[src/rtl/lr3_pkg.sv]
// Shared types and constants for the lr3 stopwatch time base.
// Lap/freeze support is built only when LR3_STOPWATCH_LAP_EN is defined.
package lr3_pkg;

  typedef enum logic [1:0] {
    ST_IDLE  = 2'd0,
    ST_RUN   = 2'd1,
    ST_PAUSE = 2'd2
  } state_t;

  localparam int          BCD_W             = 4;
  localparam logic [3:0]  BCD_MAX           = 4'd9;
  localparam int          TICKS_PER_LSB_DEF = 10;

endpackage

[src/rtl/lr3_bcd_digit.sv]
// One BCD counter digit with a ripple-enable carry out.
// The carry is combinational, so a full digit chain resolves in one cycle.
module lr3_bcd_digit
  import lr3_pkg::*;
#(
  parameter logic [BCD_W-1:0] MAX = BCD_MAX
) (
  input  logic             i_clk,
  input  logic             i_rst_n,
  input  logic             i_clr,
  input  logic             i_en,
  output logic [BCD_W-1:0] o_q,
  output logic             o_carry
);

  logic [BCD_W-1:0] r_q;

  always_ff @(posedge i_clk or negedge i_rst_n) begin
    if (!i_rst_n) begin
      r_q <= '0;
    end else if (i_clr) begin
      r_q <= '0;
    end else if (i_en) begin
      r_q <= (r_q == MAX) ? '0 : r_q + 1'b1;
    end
  end

  assign o_q     = r_q;
  assign o_carry = i_en && (r_q == MAX);

endmodule

[src/rtl/lr3_stopwatch.sv]
// Stopwatch time base: prescales 1 ms CE pulses into 10 ms steps and counts BCD 00.00..59.99.
// Optional lap freeze of the displayed value is enabled with LR3_STOPWATCH_LAP_EN.
module lr3_stopwatch
  import lr3_pkg::*;
#(
  parameter int TICKS_PER_LSB = TICKS_PER_LSB_DEF,
  parameter int SEC_TENS_MAX  = 5
) (
  input  logic        i_clk,
  input  logic        i_rst_n,
  input  logic        i_ce,
  input  logic        i_start_stop,
  input  logic        i_clear,
`ifdef LR3_STOPWATCH_LAP_EN
  input  logic        i_lap,
`endif
  output logic [15:0] o_digits,
  output logic        o_running,
  output logic        o_ovf
);

  localparam int            PW         = (TICKS_PER_LSB > 1) ? $clog2(TICKS_PER_LSB) : 1;
  localparam logic [PW-1:0] PRESC_LAST = PW'(TICKS_PER_LSB - 1);

  state_t           r_state;
  state_t           w_state_nxt;
  logic             w_running;
  logic [PW-1:0]    r_presc;
  logic             r_ovf;
  logic             w_tick;
  logic             w_step;
  logic [BCD_W-1:0] w_hund, w_tenth, w_sec_u, w_sec_t;
  logic             w_c_hund, w_c_tenth, w_c_sec_u, w_c_sec_t;
  logic [15:0]      w_live;

  always_ff @(posedge i_clk or negedge i_rst_n) begin
    if (!i_rst_n) begin
      r_state <= ST_IDLE;
    end else begin
      r_state <= w_state_nxt;
    end
  end

  // CLEAR wins over START_STOP arriving in the same cycle.
  always_comb begin
    w_state_nxt = r_state;
    w_running   = (r_state == ST_RUN);
    if (i_clear) begin
      w_state_nxt = ST_IDLE;
    end else if (i_start_stop) begin
      case (r_state)
        ST_IDLE:  w_state_nxt = ST_RUN;
        ST_RUN:   w_state_nxt = ST_PAUSE;
        ST_PAUSE: w_state_nxt = ST_RUN;
        default:  w_state_nxt = ST_IDLE;
      endcase
    end
  end

  // CE is judged against the registered state, so a tick coincident with a pause still counts.
  assign w_tick = (r_state == ST_RUN) && i_ce;
  assign w_step = w_tick && (r_presc == PRESC_LAST);

  always_ff @(posedge i_clk or negedge i_rst_n) begin
    if (!i_rst_n) begin
      r_presc <= '0;
    end else if (i_clear) begin
      r_presc <= '0;
    end else if (w_tick) begin
      r_presc <= w_step ? '0 : r_presc + 1'b1;
    end
  end

  lr3_bcd_digit #(.MAX(BCD_MAX)) u_hund (
    .i_clk(i_clk), .i_rst_n(i_rst_n), .i_clr(i_clear), .i_en(w_step),
    .o_q(w_hund), .o_carry(w_c_hund)
  );

  lr3_bcd_digit #(.MAX(BCD_MAX)) u_tenth (
    .i_clk(i_clk), .i_rst_n(i_rst_n), .i_clr(i_clear), .i_en(w_c_hund),
    .o_q(w_tenth), .o_carry(w_c_tenth)
  );

  lr3_bcd_digit #(.MAX(BCD_MAX)) u_sec_u (
    .i_clk(i_clk), .i_rst_n(i_rst_n), .i_clr(i_clear), .i_en(w_c_tenth),
    .o_q(w_sec_u), .o_carry(w_c_sec_u)
  );

  lr3_bcd_digit #(.MAX(BCD_W'(SEC_TENS_MAX))) u_sec_t (
    .i_clk(i_clk), .i_rst_n(i_rst_n), .i_clr(i_clear), .i_en(w_c_sec_u),
    .o_q(w_sec_t), .o_carry(w_c_sec_t)
  );

  // Registered so the pulse lines up with the cycle showing 00.00.
  always_ff @(posedge i_clk or negedge i_rst_n) begin
    if (!i_rst_n) begin
      r_ovf <= 1'b0;
    end else begin
      r_ovf <= w_c_sec_t && !i_clear;
    end
  end

  assign w_live    = {w_sec_t, w_sec_u, w_tenth, w_hund};
  assign o_running = w_running;
  assign o_ovf     = r_ovf;

`ifdef LR3_STOPWATCH_LAP_EN
  logic        r_frozen;
  logic [15:0] r_lap_q;

  always_ff @(posedge i_clk or negedge i_rst_n) begin
    if (!i_rst_n) begin
      r_frozen <= 1'b0;
      r_lap_q  <= '0;
    end else if (i_clear) begin
      r_frozen <= 1'b0;
    end else if (i_lap && (r_state == ST_RUN)) begin
      r_frozen <= !r_frozen;
      if (!r_frozen) begin
        r_lap_q <= w_live;
      end
    end
  end

  assign o_digits = r_frozen ? r_lap_q : w_live;
`else
  assign o_digits = w_live;
`endif

endmodule

[config.mk]
export PLATFORM = sky130hd
export DESIGN_NAME = lr3_stopwatch
export DESIGN_NICKNAME = d
export VERILOG_FILES = /design/src/rtl/lr3_pkg.sv /design/src/rtl/lr3_bcd_digit.sv /design/src/rtl/lr3_stopwatch.sv
export SDC_FILE = /design/constraint.sdc
export NUM_CORES = 1
export LEC_CHECK = 0
export BUFFER_PORTS_ARGS = -buffer_cell sky130_fd_sc_hd__buf_2
export CORE_ASPECT_RATIO = 1.75
export CORE_MARGIN = 8
export CORE_UTILIZATION = 45
export DETAILED_ROUTE_END_ITERATION = 10
export HOLD_SLACK_MARGIN = 0.1
export PLACE_DENSITY = 0.65
export SLEW_MARGIN = 20
export SYNTH_ARGS = -nofsm -noshare
export SYNTH_HDL_FRONTEND = slang
export SYNTH_SLANG_ARGS = --single-unit
[constraint.sdc]
create_clock -name i_clk -period 1.55 [get_ports i_clk]
set_input_delay 0.3875 -clock i_clk [delete_from_list [all_inputs] [get_ports i_clk]]
set_output_delay 0.3875 -clock i_clk [all_outputs]
set_load 0.01 [all_outputs]
Word level (Yosys, flattened, before mapping)
Cells that the tools add are included.
{ "totals": {"regBits": 23, "latchBits": 0, "ram_bits": 0, "mem_bits_ro": 0, "inputBits": 5, "out_inout_bits": 18, "elab_cells": 53, "n_memories": 0} }
{ "classes": {"n_addsub": 5, "n_mul": 0, "div_mod_pow": 0, "order_cmp": 0, "n_eq_ne": 7, "shift": 0, "n_mux": 18, "bitwise": 0, "n_reduce_logical": 16} }
{ "op_table": {"columns": ["op", "count"], "rows": [
  ["4-bit two-way mux", 15],
  ["4-bit by 1-bit adder with 4-bit output, second input constant", 5],
  ["4-bit equality test, second input constant", 4],
  ["2-bit nonzero test", 6],
  ["1-bit logical AND", 7],
  ["4-bit by 3-bit equality test with 1-bit output, second input constant", 1],
  ["2-bit two-way mux", 2],
  ["2-bit case mux with 2 select lines", 1],
  ["2-bit by 1-bit equality test with 1-bit output, second input constant", 1],
  ["2-bit equality test, second input constant", 1],
  ["2-bit zero test", 1],
  ["2-bit OR reduction", 1],
  ["1-bit zero test", 1]
]} }

Longest topological paths before layout
{ "logic_depth": {"word_depth": 8, "ltp_mapped": 8, "ltp_nobuf": 6} }

Modules after synthesis
A second synthesis with hierarchy kept.
{ "hier_totals": {"cells_unflattened": 135, "hier_area_um2": 1335.0} }
{ "by_module_without_submodules": {"columns": ["module", "n_inst", "cells_per_inst", "area_per_inst_um2", "seq_area_each_um2"], "rows": [
  ["lr3_bcd_digit (u_hund ...)", 3, 26, 241.5, 100.1],
  ["lr3_stopwatch", 1, 34, 376.6, 175.2],
  ["lr3_bcd_digit (u_sec_t)", 1, 23, 234.0, 100.1]
]} }

Worst setup path after synthesis
No wires, ideal clock.
{ "synth_path": {"path_kind": "register -> register", "from": "register u_hund.r_q[0] (netlist: u_hund.o_q[0])", "to": "register u_sec_u.r_q[0] (netlist: u_sec_u.o_q[0])", "setup_time_ns": 0.094, "arrival_time_ns": 1.617, "t_required_ns": 1.456, "slack_ns": -0.161, "path_stages_with_launch": 8, "n_path_buf": 2, "period_less_slack_ns": 1.711, "path_cell_list": "dfrtp_1 -> ha_1 -> and3b_1 -> buf_6 -> and4_2 -> buf_2 -> xnor2_1 -> a211oi_1"} }
{ "synth_via": {"elab_chain_len": 4} }
{ "synth_lines": {"columns": ["element", "line_no", "rtl"], "rows": [
  ["from (decl)", "lr3_bcd_digit.sv:16", "logic [BCD_W-1:0] r_q;"],
  ["from (signal assigned)", "lr3_bcd_digit.sv:24", "r_q <= (r_q == MAX) ? '0 : r_q + 1'b1;"],
  ["4-bit equality test", "lr3_bcd_digit.sv:29", "assign o_carry = i_en && (r_q == MAX);"],
  ["1-bit logical AND (2 in a row)", "lr3_bcd_digit.sv:29", null],
  ["2-bit nonzero test (no source line)", null, null],
  ["to (signal assigned)", "lr3_bcd_digit.sv:24", null],
  ["to (decl)", "lr3_bcd_digit.sv:16", null]
]} }
No other way between the ends.
A chain may end at the register's enable or synchronous reset.

Worst setup path in the final report
{ "layout_path": {"from": "register r_presc[1]", "to": "register u_sec_t.r_q[1] (netlist: u_sec_t.o_q[1])"} }
{ "layout_via": {"elab_chain_len": 6} }
{ "layout_lines": {"columns": ["element", "line_no", "rtl"], "rows": [
  ["from (decl)", "lr3_stopwatch.sv:28", "logic [PW-1:0] r_presc;"],
  ["from (signal assigned)", "lr3_stopwatch.sv:70", "r_presc <= w_step ? '0 : r_presc + 1'b1;"],
  ["4-bit equality test", "lr3_stopwatch.sv:62", "assign w_step = w_tick && (r_presc == PRESC_LAST);"],
  ["1-bit logical AND", "lr3_stopwatch.sv:62", null],
  ["1-bit logical AND (3 in a row)", "lr3_bcd_digit.sv:29", null],
  ["2-bit nonzero test (no source line)", null, null],
  ["to (signal assigned)", "lr3_bcd_digit.sv:24", null],
  ["to (decl)", "lr3_bcd_digit.sv:16", null]
]} }
No other way between the ends.

==> flow_summary.json <==
{
  "synth_cell_types": 32,
  "rsz0062_at_grt": "yes",
  "vias_per_cell": 5.65,
  "clock_latency_ps": 260,
  "slowest_stage": "or4_1",
  "cts_max_level": 1,
  "drv_slew": 0,
  "power_frac_clock_pct": 34.5,
  "p_leak_nw": 0.927,
  "hpwlAfterDp_um": 2490,
  "vdd_drop_max_v": 0.000525,
  "dieArea_um2": 5060,
  "fp.dieW_um": 57.3,
  "tightest_slew_ps": 527,
  "io_buffers": 22,
  "antenna_found_initial": 0,
  "critPathMaxStageDelay_ps": 490,
  "report.final.setup_viol": 12,
  "rows": 26,
  "max_freq_mhz": 586,
  "netlist_instances": 137,
  "wl_per_cell_um": 15.9,
  "first_pass_iters": 4,
  "antennaDiodeCount": 0,
  "fin_skew_ps": 3.20,
  "holdWs_ps": 91.3,
  "finalPower_mw": 1.07,
  "critical_path.startpoint_type": "register",
  "crit_fanout": 6,
  "arrival_ps": 1900,
  "antenna_left": 0,
  "timing.rr.start": "r_presc[1]$_DFFE_PN0P_",
  "drc": 0,
  "fp.dieH_um": 88.3,
  "cts.clk_slew.worst_paths_ps": 80,
  "synth_flop_cell": "dfrtp_1",
  "synth_top_cell_area_share_pct": 42.8,
  "endpoint_kind": "register",
  "path_class": "register to register",
  "hold_viol": 0,
  "drt_iter0_drc": 26,
  "sw_frac_of_total_pct": 22.8,
  "grt_max_degree": 24,
  "grt_pass1_vias": 1286,
  "netlist_area_um2": 1340,
  "drive_gt1_share_pct": 46.7,
  "pwr-share-comb_pct": 8.7,
  "worstPathRequired_ps": 1740,
  "outcome": "finished, violations left",
  "clockBufferDepth": 2,
  "synth_nets": 152,
  "crit_chain": "inv_1 > ha_2 > and3b_2 > nand4_4 > or4_1 > a21oi_1",
  "synth-edff-count": 0,
  "grt_pass1_wl_um": 5640,
  "synth.top_cells.by_count": "dfrtp_1, a21oi_1, ha_1, o21ai_0, nor2_1",
  "period_minus_slack_ps": 1710,
  "core_um2": 2900,
  "syn2layout_area_growth_pct": 43.2,
  "period_share_pct": 110,
  "gp_congestion": 0.836,
  "power_density_nw_per_um2": 557,
  "power_frac_seq_pct": 56.9,
  "yosys-top-cells-area": "dfrtp_1, ha_1, a21oi_1",
  "cts-root-buf": "clkbuf_8",
  "switchingPower_mw": 0.245,
  "cts_tree": "built",
  "yosysMostFrequentCell": "dfrtp_1",
  "syn_area_per_cell_um2": 9.81,
  "synth-seq-area-share_pct": 42.8,
  "clock-sinks": 23,
  "maxCapViolCount": 0,
  "startpoint": "r_presc[1]$_DFFE_PN0P_",
  "synth_top_area_cell": "dfrtp_1",
  "start_util_pct": 46.4,
  "ios": 23,
  "yosysWarnings": 0,
  "cts_buffers": 3,
  "hp-class": "input port to async pin",
  "setup_ws_ps": -156,
  "violations": "negative setup slack",
  "fin_tns_setup_ps": -1000,
  "vias": 1272,
  "synthArstFlopShare_pct": 100,
  "grt_overflow": 0,
  "synth_seq_cells": 23,
  "internal_power_mw": 0.828,
  "nets": 213,
  "grt.total_usage_pct": 14.0,
  "hold_buffers": 0,
  "slew_headroom_pct": 64.8,
  "drt-total-wl_um": 3570
}
[power groups by stage]
stage / Sequential [mW] / Clock [mW] / Combinational, mW
floorplan: 0.624 / 0 / 0.0379
global route: 0.611 / 0.411 / 0.103
finish: 0.610 / 0.370 / 0.0930
CTS: 0.610 / 0.384 / 0.0906
global placement: 0.622 / 0 / 0.0877
detailed placement: 0.622 / 0 / 0.0892
[cell usage in the layout, fill, tap and decap left out, types with 2 or more instances in the layout]
cell type / instances
a21oi_1: 12
a21oi_2: 5
and2_1: 2
and3b_1: 3
and3b_2: 3
buf_2: 22
buf_4: 32
buf_6: 9
clkbuf_8: 3
dfrtp_1: 22
ha_1: 7
ha_4: 2
inv_1: 4
inv_2: 2
mux2i_1: 2
nand2_1: 6
nand3_1: 2
nand3_2: 2
nand3b_1: 3
nand4_1: 3
nor2_1: 8
nor2b_1: 2
nor3_1: 5
o21ai_0: 6
o21ai_1: 4
or3_1: 3
or3_4: 2
or4_1: 3
xnor2_1: 2
xor2_1: 3
[sequential cells by signal (all words and copies together), names as in the netlist]
signal	cells
r_presc	4
u_sec_u.o_q	4
u_sec_t.o_q	4
u_tenth.o_q	4
u_hund.o_q	4
r_state	2
o_ovf	1
[cells by family after synthesis]
kind of cell,Yosys count,synth area share (%)
AOI/OAI and AO/OA,29,11.2
adders and majority gates,10,9.31
muxes,2,1.49
buffers and inverters,13,6.24
DFF,23,42.8
xor gates and xnor gates,6,3.91
and+or+nand+nor,54,25.0
[critical path: cells and delay by family (launching register included)]
family | cells | cell delay, ps
and+or+nand+nor | 3 | 890
buffers and inverters | 1 | 60
AOI/OAI and AO/OA | 1 | 140
adders and majority gates | 1 | 160
DFF | 1 | 380
[what timing repair did]
action,4_1_cts,5_1_grt
resized for setup,8,31
pin swaps,9,14
setup endpoints to repair,12,17
buffers inserted,4,6
[layer usage]
layer / routed length, µm / GRT usage, % / vias up / part of all wire, %
met4: 54 / 6.42 / 0 / 1.5
met3: 166 / 2.91 / 6 / 4.7
met5: 0 / 0 / - / 0
met2: 2020 / 26.5 / 39 / 57
li1: - / - / 609 / -
met1: 1330 / 14.0 / 618 / 37
[metrics by stage]
step | cell area, µm² | instances | util [%] | worst slack (ps)
6_report | 1920 | 225 | 66.5 | -156
5_1_grt | 1920 | 225 | 66.5 | -214
4_1_cts | 1760 | 219 | 60.9 | -140
3_5_place_dp | 1660 | 211 | 57.4 | -183
3_3_place_gp | 1660 | 211 | 57.4 | -160
2_1_floorplan | 1350 | 137 | - | -156
[worst paths after layout]
kind | depth (start not counted) | end | slack [ps]
worst max register to register | 6 | u_sec_t.o_q[1]$_DFFE_PN0P_ | -160
worst min register to register | 2 | u_sec_t.o_q[3]$_DFFE_PN0P_ | 580
max in group asynchronous | 1 | u_hund.o_q[0]$_DFFE_PN0P_ | 1080
worst max-delay path | 6 | u_sec_t.o_q[1]$_DFFE_PN0P_ | -160
min in group i_clk | 3 | r_state[1]$_DFFE_PN0P_ | 420
worst min-delay path | 1 | u_sec_t.o_q[2]$_DFFE_PN0P_ | 90
[cell type report]
type	count	area [µm²]
Clock buffer	4	45.0
Timing Repair Buffer	63	452
Multi-Input combinational cell	101	793
Fill cell	236	971
Inverter	6	22.5
Sequential cell	23	577
Tap cell	28	35.0
No activity file was read; power rests on OpenSTA's default activity.
